[src/rtl/aes_decrypt_seq.sv]
// Iterative AES-128 decryption sequencer: walks one ciphertext block through
// rounds NR..0 of a shared round datapath and returns the plaintext.
module aes_decrypt_seq #(
  parameter int unsigned NR     = 10,
  parameter int unsigned DP_LAT = 0
) (
  input  logic         clk,
  input  logic         rst,
  input  logic         in_valid,
  output logic         in_ready,
  input  logic [127:0] in_data,
  output logic         out_valid,
  input  logic         out_ready,
  output logic [127:0] out_data,
  output logic [127:0] dp_in,
  output logic [3:0]   dp_round,
  output logic [1:0]   dp_op,
  input  logic [127:0] dp_out,
  output logic         busy
);

  localparam int unsigned WaitW = (DP_LAT > 1) ? $clog2(DP_LAT + 1) : 1;

  localparam logic [1:0] OpFirst = 2'd0;
  localparam logic [1:0] OpRound = 2'd1;
  localparam logic [1:0] OpLast  = 2'd2;

  typedef enum logic [1:0] {StIdle, StRun, StWait, StDone} state_e;

  state_e             state_q, state_d;
  logic [127:0]       data_q, data_d;
  logic [127:0]       out_data_q, out_data_d;
  logic [127:0]       dp_in_q, dp_in_d;
  logic [3:0]         round_q, round_d;
  logic [3:0]         dp_round_q, dp_round_d;
  logic [1:0]         dp_op_q, dp_op_d;
  logic [1:0]         op_live;
  logic [WaitW-1:0]   wait_q, wait_d;
  logic               capture;

  always_comb begin
    if (round_q == 4'(NR)) begin
      op_live = OpFirst;
    end else if (round_q == 4'd0) begin
      op_live = OpLast;
    end else begin
      op_live = OpRound;
    end
  end

  always_comb begin
    state_d    = state_q;
    data_d     = data_q;
    round_d    = round_q;
    wait_d     = wait_q;
    out_data_d = out_data_q;
    dp_in_d    = dp_in_q;
    dp_round_d = dp_round_q;
    dp_op_d    = dp_op_q;
    capture    = 1'b0;

    unique case (state_q)
      StIdle: begin
        if (in_valid) begin
          data_d  = in_data;
          round_d = 4'(NR);
          state_d = StRun;
        end
      end
      StRun: begin
        // Snapshot what the datapath sees so it stays put through WAIT and after DONE.
        dp_in_d    = data_q;
        dp_round_d = round_q;
        dp_op_d    = op_live;
        if (DP_LAT == 0) begin
          capture = 1'b1;
        end else begin
          wait_d  = WaitW'(DP_LAT);
          state_d = StWait;
        end
      end
      StWait: begin
        if (wait_q == WaitW'(1)) begin
          capture = 1'b1;
        end
        wait_d = wait_q - WaitW'(1);
      end
      StDone: begin
        if (out_ready) begin
          state_d = StIdle;
        end
      end
      default: state_d = StIdle;
    endcase

    if (capture) begin
      if (round_q != 4'd0) begin
        data_d  = dp_out;
        round_d = round_q - 4'd1;
        state_d = StRun;
      end else begin
        out_data_d = dp_out;
        state_d    = StDone;
      end
    end
  end

  always_ff @(posedge clk) begin
    if (rst) begin
      state_q    <= StIdle;
      data_q     <= '0;
      round_q    <= '0;
      wait_q     <= '0;
      out_data_q <= '0;
      dp_in_q    <= '0;
      dp_round_q <= '0;
      dp_op_q    <= '0;
    end else begin
      state_q    <= state_d;
      data_q     <= data_d;
      round_q    <= round_d;
      wait_q     <= wait_d;
      out_data_q <= out_data_d;
      dp_in_q    <= dp_in_d;
      dp_round_q <= dp_round_d;
      dp_op_q    <= dp_op_d;
    end
  end

  // In RUN the datapath must see live values so a zero-latency result lands this cycle.
  assign dp_in     = (state_q == StRun) ? data_q  : dp_in_q;
  assign dp_round  = (state_q == StRun) ? round_q : dp_round_q;
  assign dp_op     = (state_q == StRun) ? op_live : dp_op_q;
  assign in_ready  = (state_q == StIdle);
  assign out_valid = (state_q == StDone);
  assign busy      = (state_q != StIdle);
  assign out_data  = out_data_q;

endmodule

[config.mk]
export PLATFORM = sky130hd
export DESIGN_NAME = aes_decrypt_seq
export DESIGN_NICKNAME = d
export VERILOG_FILES = /design/src/rtl/aes_decrypt_seq.sv
export SDC_FILE = /design/constraint.sdc
export NUM_CORES = 1
export LEC_CHECK = 0
export ABC_AREA = 0
export BUFFER_PORTS_ARGS = -buffer_cell sky130_fd_sc_hd__buf_2
export CAP_MARGIN = 5
export CORE_AREA = 4 4 202 204
export CTS_CLUSTER_SIZE = 12
export DETAILED_ROUTE_END_ITERATION = 10
export DIE_AREA = 0 0 206 208
export PLACE_DENSITY = 0.75
export SLEW_MARGIN = 20
export SYNTH_ARGS = -nofsm -noshare
export SYNTH_HDL_FRONTEND = slang
export SYNTH_SLANG_ARGS = --single-unit
[constraint.sdc]
create_clock -name clk -period 3.5 [get_ports clk]
set_clock_uncertainty 0.1 [all_clocks]
set_input_delay 0.35 -clock clk [delete_from_list [all_inputs] [get_ports clk]]
set_output_delay 0.35 -clock clk [all_outputs]
set_load 0.05 [all_outputs]
# Word level (Yosys, flattened, before mapping)
# Index checks and enable logic that the tools add are counted.
[totals]
in_bits = 260
n_memories = 0
romBits = 0
output_inout_bits = 265
reg_bits = 397
ramBits = 0
elab_cells = 44
latch_bits = 0
[op_classes]
n_shift = 0
n_bitwise = 1
n_mux = 20
addsub = 2
reduce_logical = 7
n_div = 0
multipliers = 0
n_eq_ne = 6
n_lt_le_gt_ge = 0
[op_table]
columns = ["operator", "n"]
rows = [
  ["128-bit 2-to-1 mux", 5],
  ["4-bit 2-to-1 mux", 5],
  ["2-bit 2-to-1 mux", 7],
  ["2-bit equality test (second input constant)", 2],
  ["4-bit equality test (second input constant)", 1],
  ["4-bit zero test", 1],
  ["2-bit case mux with 2 select lines", 1],
  ["4-bit nonzero test", 1],
  ["4-bit by 1-bit subtractor with 4-bit output (second input constant)", 1],
  ["3-bit by 1-bit != test with 1-bit output (second input constant)", 1],
  ["3-bit by 2-bit != test with 1-bit output (second input constant)", 1],
  ["3-bit AND reduction", 1],
  ["3-bit nonzero test", 1],
  ["2-bit by 1-bit equality test with 1-bit output (second input constant)", 1],
  ["2-bit zero test", 1],
  ["1-bit case mux with 2 select lines", 1],
  ["2-bit AND reduction", 1],
  ["2-bit nonzero test", 1],
  ["1-bit 2-to-1 mux", 1],
  ["1-bit inverter", 1],
  ["1-bit subtractor (second input constant)", 1],
]

# Logic depth before layout (Yosys ltp)
# Gate-level depths: netlist of the first run.
[depth]
depth_word = 4
depth_mapped = 9
depth_no_buf = 6

# Least setup slack after synthesis of the first run
# OpenSTA, ideal clock, no wires.
[synth_path]
path_kind = "reg2reg"
start = "reg state_q[0]"
end = "reg data_q[65]"
slack_ps = 922
setup_time_ps = 89
arrival_time_ps = 2390
path_stages_with_launch = 9
required_time_ps = 3311
cell_sequence = "dfxtp_1 > inv_1 > ha_1 > inv_1 > nor2_1 > clkbuf_1 > clkbuf_1 > nand2_1 > a311oi_2"
[synth_via]
elab_chain_len = 4
elab_cells_between_ends = 7
cone_classes = "2 x eq/ne; 4 x mux; 1 x reduce/logical"
[synth_rtl]
columns = ["element", "line", "source"]
rows = [
  ["start: declaration", "30", "state_e state_q, state_d;"],
  ["start signal: assignment", "110", "state_q <= StIdle;"],
  ["start signal: assignment", "119", "state_q <= state_d;"],
  ["2-bit zero test *", "-", ""],
  ["net in_ready", "10", "output logic in_ready,"],
  ["128-bit 2-to-1 mux *", "62", "unique case (state_q)"],
  ["128-bit 2-to-1 mux", "97", "if (round_q != 4'd0) begin"],
  ["128-bit 2-to-1 mux *", "96", "if (capture) begin"],
  ["end signal: assignment", "120", "data_q <= data_d;"],
  ["end: declaration", "31", "logic [127:0] data_q, data_d;"],
]
# Mark *: on every way through the listed nets, which the timed path passes. The rest lies on a longest branch.
# A chain may end at the register's enable or synchronous reset.

# Worst setup path in the final report of the first run
[layout_path]
start = "reg state_q[1]"
end = "out dp_in[24]"
[layout_via]
elab_chain_len = 2
[layout_rtl]
columns = ["element", "line", "source"]
rows = [
  ["2-bit by 1-bit equality test with 1-bit output", "131", "assign dp_in = (state_q == StRun) ? data_q : dp_in_q;"],
  ["128-bit 2-to-1 mux", "-", ""],
  ["end: declaration", "15", "output logic [127:0] dp_in,"],
]
# No other way between the ends.

==> results.toml, run 1 <==
[detailed_routing]
wl_per_cell_um = 19.9
drc = 0
finalWirelength_mm = 60.0
drt_iter0_drc = 1482
via_per_inst = 5.41
vias = 16300
ant_nets = 0
dr.pass1.iters = 6

[flow_run]
drv_cap = 0

[power_and_ir_drop]
totalPowerFinal_mw = 15.0
power.density_nw_per_um2 = 656
p_int_mw = 9.27
p_clk_share_pct = 27.7
cellLeakagePower_nw = 9.90
switchingPower_mw = 5.77
p_sw_share_pct = 38.4
seq_power_share_pct = 36.5
irDropWorstVdd_mv = 0.478
power_frac_comb_pct = 35.9

[clocking]
clk_path_buf_depth = 3
clkSlewWorstSetupHoldPaths_ns = 0.06
cts_buffers = 41
cts_setup_buffers = 0
clock-sinks = 397
cts_tree = "built"
clk_latency_ns = 0.55
cts_max_level = 2
root_buffer = "clkbuf_16"

[synth]
synth_commonest_cells = "513 x nand2_1, 397 x dfxtp_1, 134 x nor2b_1, 133 x mux2_2, 133 x nor2_1"
yosys_warnings = 0
syn_area_um2 = 16100
synth_area_leaders = "dfxtp_1 49%, nand2_1 12%, a311oi_2 9.3%"
seq_area_frac_synth_pct = 49.3
syn_nets = 2021
yosys.area.top_type_share_pct = 49.3
yosysMostFrequentCell = "nand2_1"
synth-main-ff-cell = "dfxtp_1"
ys_seq_elements = 397
netlist_instances = 1755
avgSynthCellArea_um2 = 9.19
async_flop_share_pct = 0
synth_top_area_cell = "dfxtp_1"
synth_edf_count = 0
ys_types = 33

[worst_setup_path]
cp_max_fo = 77
required_ns = 3.05
worstSetupPathType = "flop to output pin"
worstPathArrival_ns = 2.64
critPathLaunchType = "flop"
crit_path_max_incr_delay_ns = 0.44
cp-startpoint = "state_q[1]$_SDFFE_PP0P_"
path_cells = "inv_1, ha_4, buf_12, mux2_2, buf_2"
endpoint_kind = "output pin"
r2r_start = "round_q[0]$_SDFF_PP0_"
cpMaxStageDelayCell = "mux2_2"

[grt]
grt_pass1_wl_mm = 91.8
antenna_found_initial = 5
grt-busiest-layer = "met2"
globalRouteTotalUtil_pct = 26.4
grt_overflow_total = 0
grt_max_degree = 106
grtUsageMet2_pct = 43.1
use_met1_pct = 30.2
grt_pass1_vias = 16800
grtUsageMet3_pct = 8.10

[layout]
layout.nets = 2729
fillers = 3010
instances_no_fill = 3019
layout-drive-gt1-share_pct = 34.0
area_growth_syn_to_layout_pct = 42.3

[floorplanning]
initial_core_util_pct = 41.1
core_um2 = 39300
fp.dieH_um = 208
fp.dieW_um = 206
fp-row-count = 73
die-area_um2 = 42800
ioPinCount = 525

[place]
dpl.cell_count = 2691
gp_congestion = 0.850
io_buffers = 524
place_ws_ns = 0.906
hpwlAfterDp_mm = 36.2

[sta]
tightest_slew_ns = 0.895
setup_viol = 0
slew_viol_final = 0
fin_tns_setup_ns = 0
hold_viol = 0
fin_crit_sh_pct = 88.2
clock.fmax_ghz = 0.324
post-route-min-period_ns = 3.09
maxSlewHeadroom_pct = 40.3
rsz0062_at_grt = "no"
hold_slack_ns = 0.0419
worst_slack_ns = 0.413

[worst_hold_path]
hp-start = "in_data[28]"
min_path_type = "input port to flop"

[status]
outcome = "complete, no violations"
state kept, by name (all words and copies together), names as in the netlist:
| signal | cells |
|---|---|
| dp_op_q | 2 |
| state_q | 2 |
| dp_round_q | 4 |
| out_data | 128 |
| wait_q | 1 |
| dp_in_q | 128 |
| round_q | 4 |
| data_q | 128 |
cell families (layout without fill, tap and decap cells):
| group | Yosys count | after routing | synth area share, % |
|---|---|---|---|
| AO/OA/AOI/OAI | 269 | 269 | 15.4 |
| XOR/XNOR | 1 | 1 | 0.0543 |
| adder cells (fa/ha/maj) | 6 | 6 | 0.466 |
| buffers and inverters | 152 | 884 | 4.61 |
| flip-flops | 397 | 397 | 49.3 |
| multiplexers | 134 | 134 | 9.35 |
| other | 0 | 7 | 0 |
| AND/OR/NAND/NOR | 796 | 796 | 20.9 |
critical path, delay by kind of cell (launching register included):
family,cells,cell delay (ns)
buf+inv,3,0.73
mux,1,0.44
fa+ha+maj,1,0.41
flops,1,0.34
repair_timing:
action | CTS | global route
gates resized for setup | 0 | 0
hold buffers | 254 | 0
endpoints found under the hold margin | 248 | 0
per-stage QoR:
step / area, µm² / util (%)
2_1_floorplan: 16100 / -
3_3_place_gp: 19200 / 48.8
3_5_place_dp: 19200 / 48.8
4_1_cts: 22900 / 58.4
5_1_grt: 22900 / 58.4
6_report: 22900 / 58.4
power by group through the flow:
stage | clock, mW | sequential (mW) | combinational [mW]
after global routing | 4.40 | 5.54 | 5.67
final | 4.16 | 5.49 | 5.40
after global placement | 0 | 5.53 | 4.94
after CTS | 4.24 | 5.47 | 5.28
after detailed placement | 0 | 5.56 | 5.01
after floorplan | 0 | 5.93 | 3.34
worst paths after layout:
| path | to | slack, ns | cells past startpoint |
|---|---|---|---|
| max reg2reg | data_q[110]$_SDFF_PP0_ | 0.53 | 8 |
| min reg2reg | out_data[3]$_SDFFE_PP0P_ | 0.35 | 2 |
| min | data_q[28]$_SDFF_PP0_ | 0.04 | 3 |
| max | dp_in[24] | 0.41 | 5 |
placed cells by master (no fill, tap or decap), drive strengths merged, types with 3 or more instances in the layout:
cell type / Yosys / layout
nor2: 133 / 133
ha: 6 / 6
nor3: 3 / 3
buf: 71 / 556
a311oi: 129 / 129
nand3: 5 / 5
diode: 0 / 7
mux2: 133 / 133
clkbuf: 74 / 63
dlygate4sd3: 0 / 254
nor2b: 134 / 134
a21oi: 132 / 132
inv: 7 / 8
dfxtp: 397 / 397
nand2: 513 / 513
routing by layer:
metal  wire length (µm)  vias to the layer above  part of all wire [%]
met3               6310                      261                    11
met2              28000                     1090                    47
li1                   -                     7296                     -
met5                  0                        -                     0
met1              21900                     7675                    36
met4               3820                        0                   6.4
final cells by class:
| type | instances | area [µm²] | share of cell area, % |
|---|---|---|---|
| diodes | 7 | 17.5 | 0.0763 |
| clock buffers | 63 | 1180 | 5.15 |
| clock inverters | 4 | 51.3 | 0.224 |
| inverters | 7 | 26.3 | 0.115 |
| multi-input cells | 1206 | 7490 | 32.6 |
| flip-flops and latches | 397 | 7950 | 34.6 |
| well taps | 525 | 657 | 2.86 |
| repair buffers | 810 | 5580 | 24.3 |
Note: power is estimated with default switching activity, not from simulation.
==> run 2, diff against run 1 <==
Settings changed: CORE_AREA 4 4 202 204 to 2 2 206 208, DIE_AREA 0 0 206 208 to 0 0 208 210, PLACE_DENSITY 0.75 to not set.
==> results.toml, run 2 (same netlist as run 1, synthesis figures left out) <==
[status]
outcome = "complete, no violations"

[sta]
clock.fmax_ghz = 0.322
post-route-min-period_ns = 3.11
fin_crit_sh_pct = 88.8
slew_viol_final = 0
rsz0062_at_grt = "no"
maxSlewHeadroom_pct = 40.9
setup_viol = 0
tightest_slew_ns = 0.886
hold_viol = 0
fin_tns_setup_ns = 0

[worst_setup_path]
worstSetupPathType = "flop to flop"
path_cells = "inv_1, ha_1, or3b_1, nand3_4, buf_12, buf_4, nor2_1, a311oi_1, dlygate4sd3_1"
crit_path_max_incr_delay_ns = 0.60
cp_max_fo = 21
endpoint_kind = "flop"
required_ns = 3.89
worstPathArrival_ns = 3.50
critPathLaunchType = "flop"
cpMaxStageDelayCell = "dlygate4sd3_1"

[detailed_routing]
via_per_inst = 5.04
finalWirelength_mm = 54.7
drt_iter0_drc = 1043
drc = 0
wl_per_cell_um = 18.0
vias = 15300
dr.pass1.iters = 5
ant_nets = 0

[clocking]
clkSlewWorstSetupHoldPaths_ns = 0.06
cts_hold_buf = 259
cts_setup_buffers = 0
cts_buffers = 44
root_buffer = "clkbuf_16"
clk_latency_ns = 0.56
clk_path_buf_depth = 3
cts_max_level = 2
clock-sinks = 397
ctsResizeCount = 0
cts_tree = "built"

[floorplanning]
fp.dieH_um = 210
ioPinCount = 525
die-area_um2 = 43700
fp.dieW_um = 208
fp-row-count = 75
initial_core_util_pct = 38.9
core_um2 = 41500

[place]
gp_congestion = 0.848
placed_cell_area_um2 = 19200
hpwlAfterDp_mm = 35.6
dpl.cell_count = 2705
io_buffers = 524

[layout]
fin_area_um2 = 23200
layout-drive-gt1-share_pct = 34.4
instances_no_fill = 3043
final_common_cell = "buf_2"
layout.nets = 2737
fillers = 3654
final_cell_mix = "523 x buf_2, 512 x nand2_1, 397 x dfxtp_1"
area_growth_syn_to_layout_pct = 43.8

[worst_hold_path]
min_path_type = "input port to flop"

[power_and_ir_drop]
cellLeakagePower_nw = 10.0
irDropWorstVdd_mv = 0.391
power.density_nw_per_um2 = 661

[grt]
globalRouteTotalUtil_pct = 24.0
grt_pass1_vias = 15000
grt_pass1_wl_mm = 84.7
grt_max_degree = 136
antenna_found_initial = 1
grt_overflow_total = 0

[flow_run]
drv_cap = 0
run 2: changes by cell type in the layout (fill, tap and decap cells not counted), sizes merged:
cell | previous run | this run
clkbuf | 63 | 69
clkinv | 1 | 4
clkinvlp | 1 | 2
diode | 7 | 1
dlygate4sd3 | 254 | 259
inv | 8 | 9
run 2: power by group:
group / switching, mW / total, mW / leakage [nW] / internal, mW
Combinational: 3.59 / 5.33 / 6.09 / 1.73
Clock: 1.87 / 4.56 / 0.694 / 2.69
Sequential: 0.287 / 5.44 / 3.23 / 5.15
run 2: through the flow:
stage          setup WS, ns  total power, mW  util [%]  hold WS (ns)
6_report              0.393             15.3      55.9         0.193
2_1_floorplan         0.922             9.27         -         0.355
3_5_place_dp          0.717             10.6      46.2         0.343
5_1_grt               0.237             16.0      55.9         0.196
4_1_cts               0.472             15.4      55.9         0.159
3_3_place_gp          0.786             10.5      46.2         0.339
run 2: worst max-delay path, delay by kind of cell (launching register included):
family / cells / cell delay, ns
buffers and inverters: 4 / 1.23
AND/OR/NAND/NOR: 3 / 0.81
flip-flops: 1 / 0.34
adder cells (fa/ha/maj): 1 / 0.29
AO/OA/AOI/OAI: 1 / 0.27
run 2: area by class of cell:
type                    count  area, µm²  share of cell area (%)
diodes                      1       2.50                  0.0108
clock buffers              69       1340                    5.76
clock inverters             9       82.6                   0.356
inverters                   7       26.3                   0.113
multi-input cells        1206       7490                    32.3
flip-flops and latches    397       7950                    34.3
well taps                 539        674                    2.91
repair buffers            815       5630                    24.3
run 2: final timing paths:
kind	to	start	cells after the start	slack (ns)
max	data_q[94]$_SDFF_PP0_	round_q[0]$_SDFF_PP0_	9	0.39
min	state_q[0]$_SDFFE_PP0P_	out_ready	5	0.19
max reg2reg	data_q[94]$_SDFF_PP0_	round_q[0]$_SDFF_PP0_	9	0.39
min reg2reg	out_data[50]$_SDFFE_PP0P_	out_data[50]$_SDFFE_PP0P_	2	0.35
run 2: layer usage:
layer / wire length, µm / vias to the layer above / GRT usage [%] / part of all wire (%)
met5: 0 / - / 0 / 0
met4: 1540 / 0 / 7.80 / 2.8
met3: 3670 / 99 / 5.65 / 6.7
met2: 26100 / 575 / 40.5 / 48
met1: 23400 / 7342 / 30.3 / 43
li1: - / 7317 / - / -
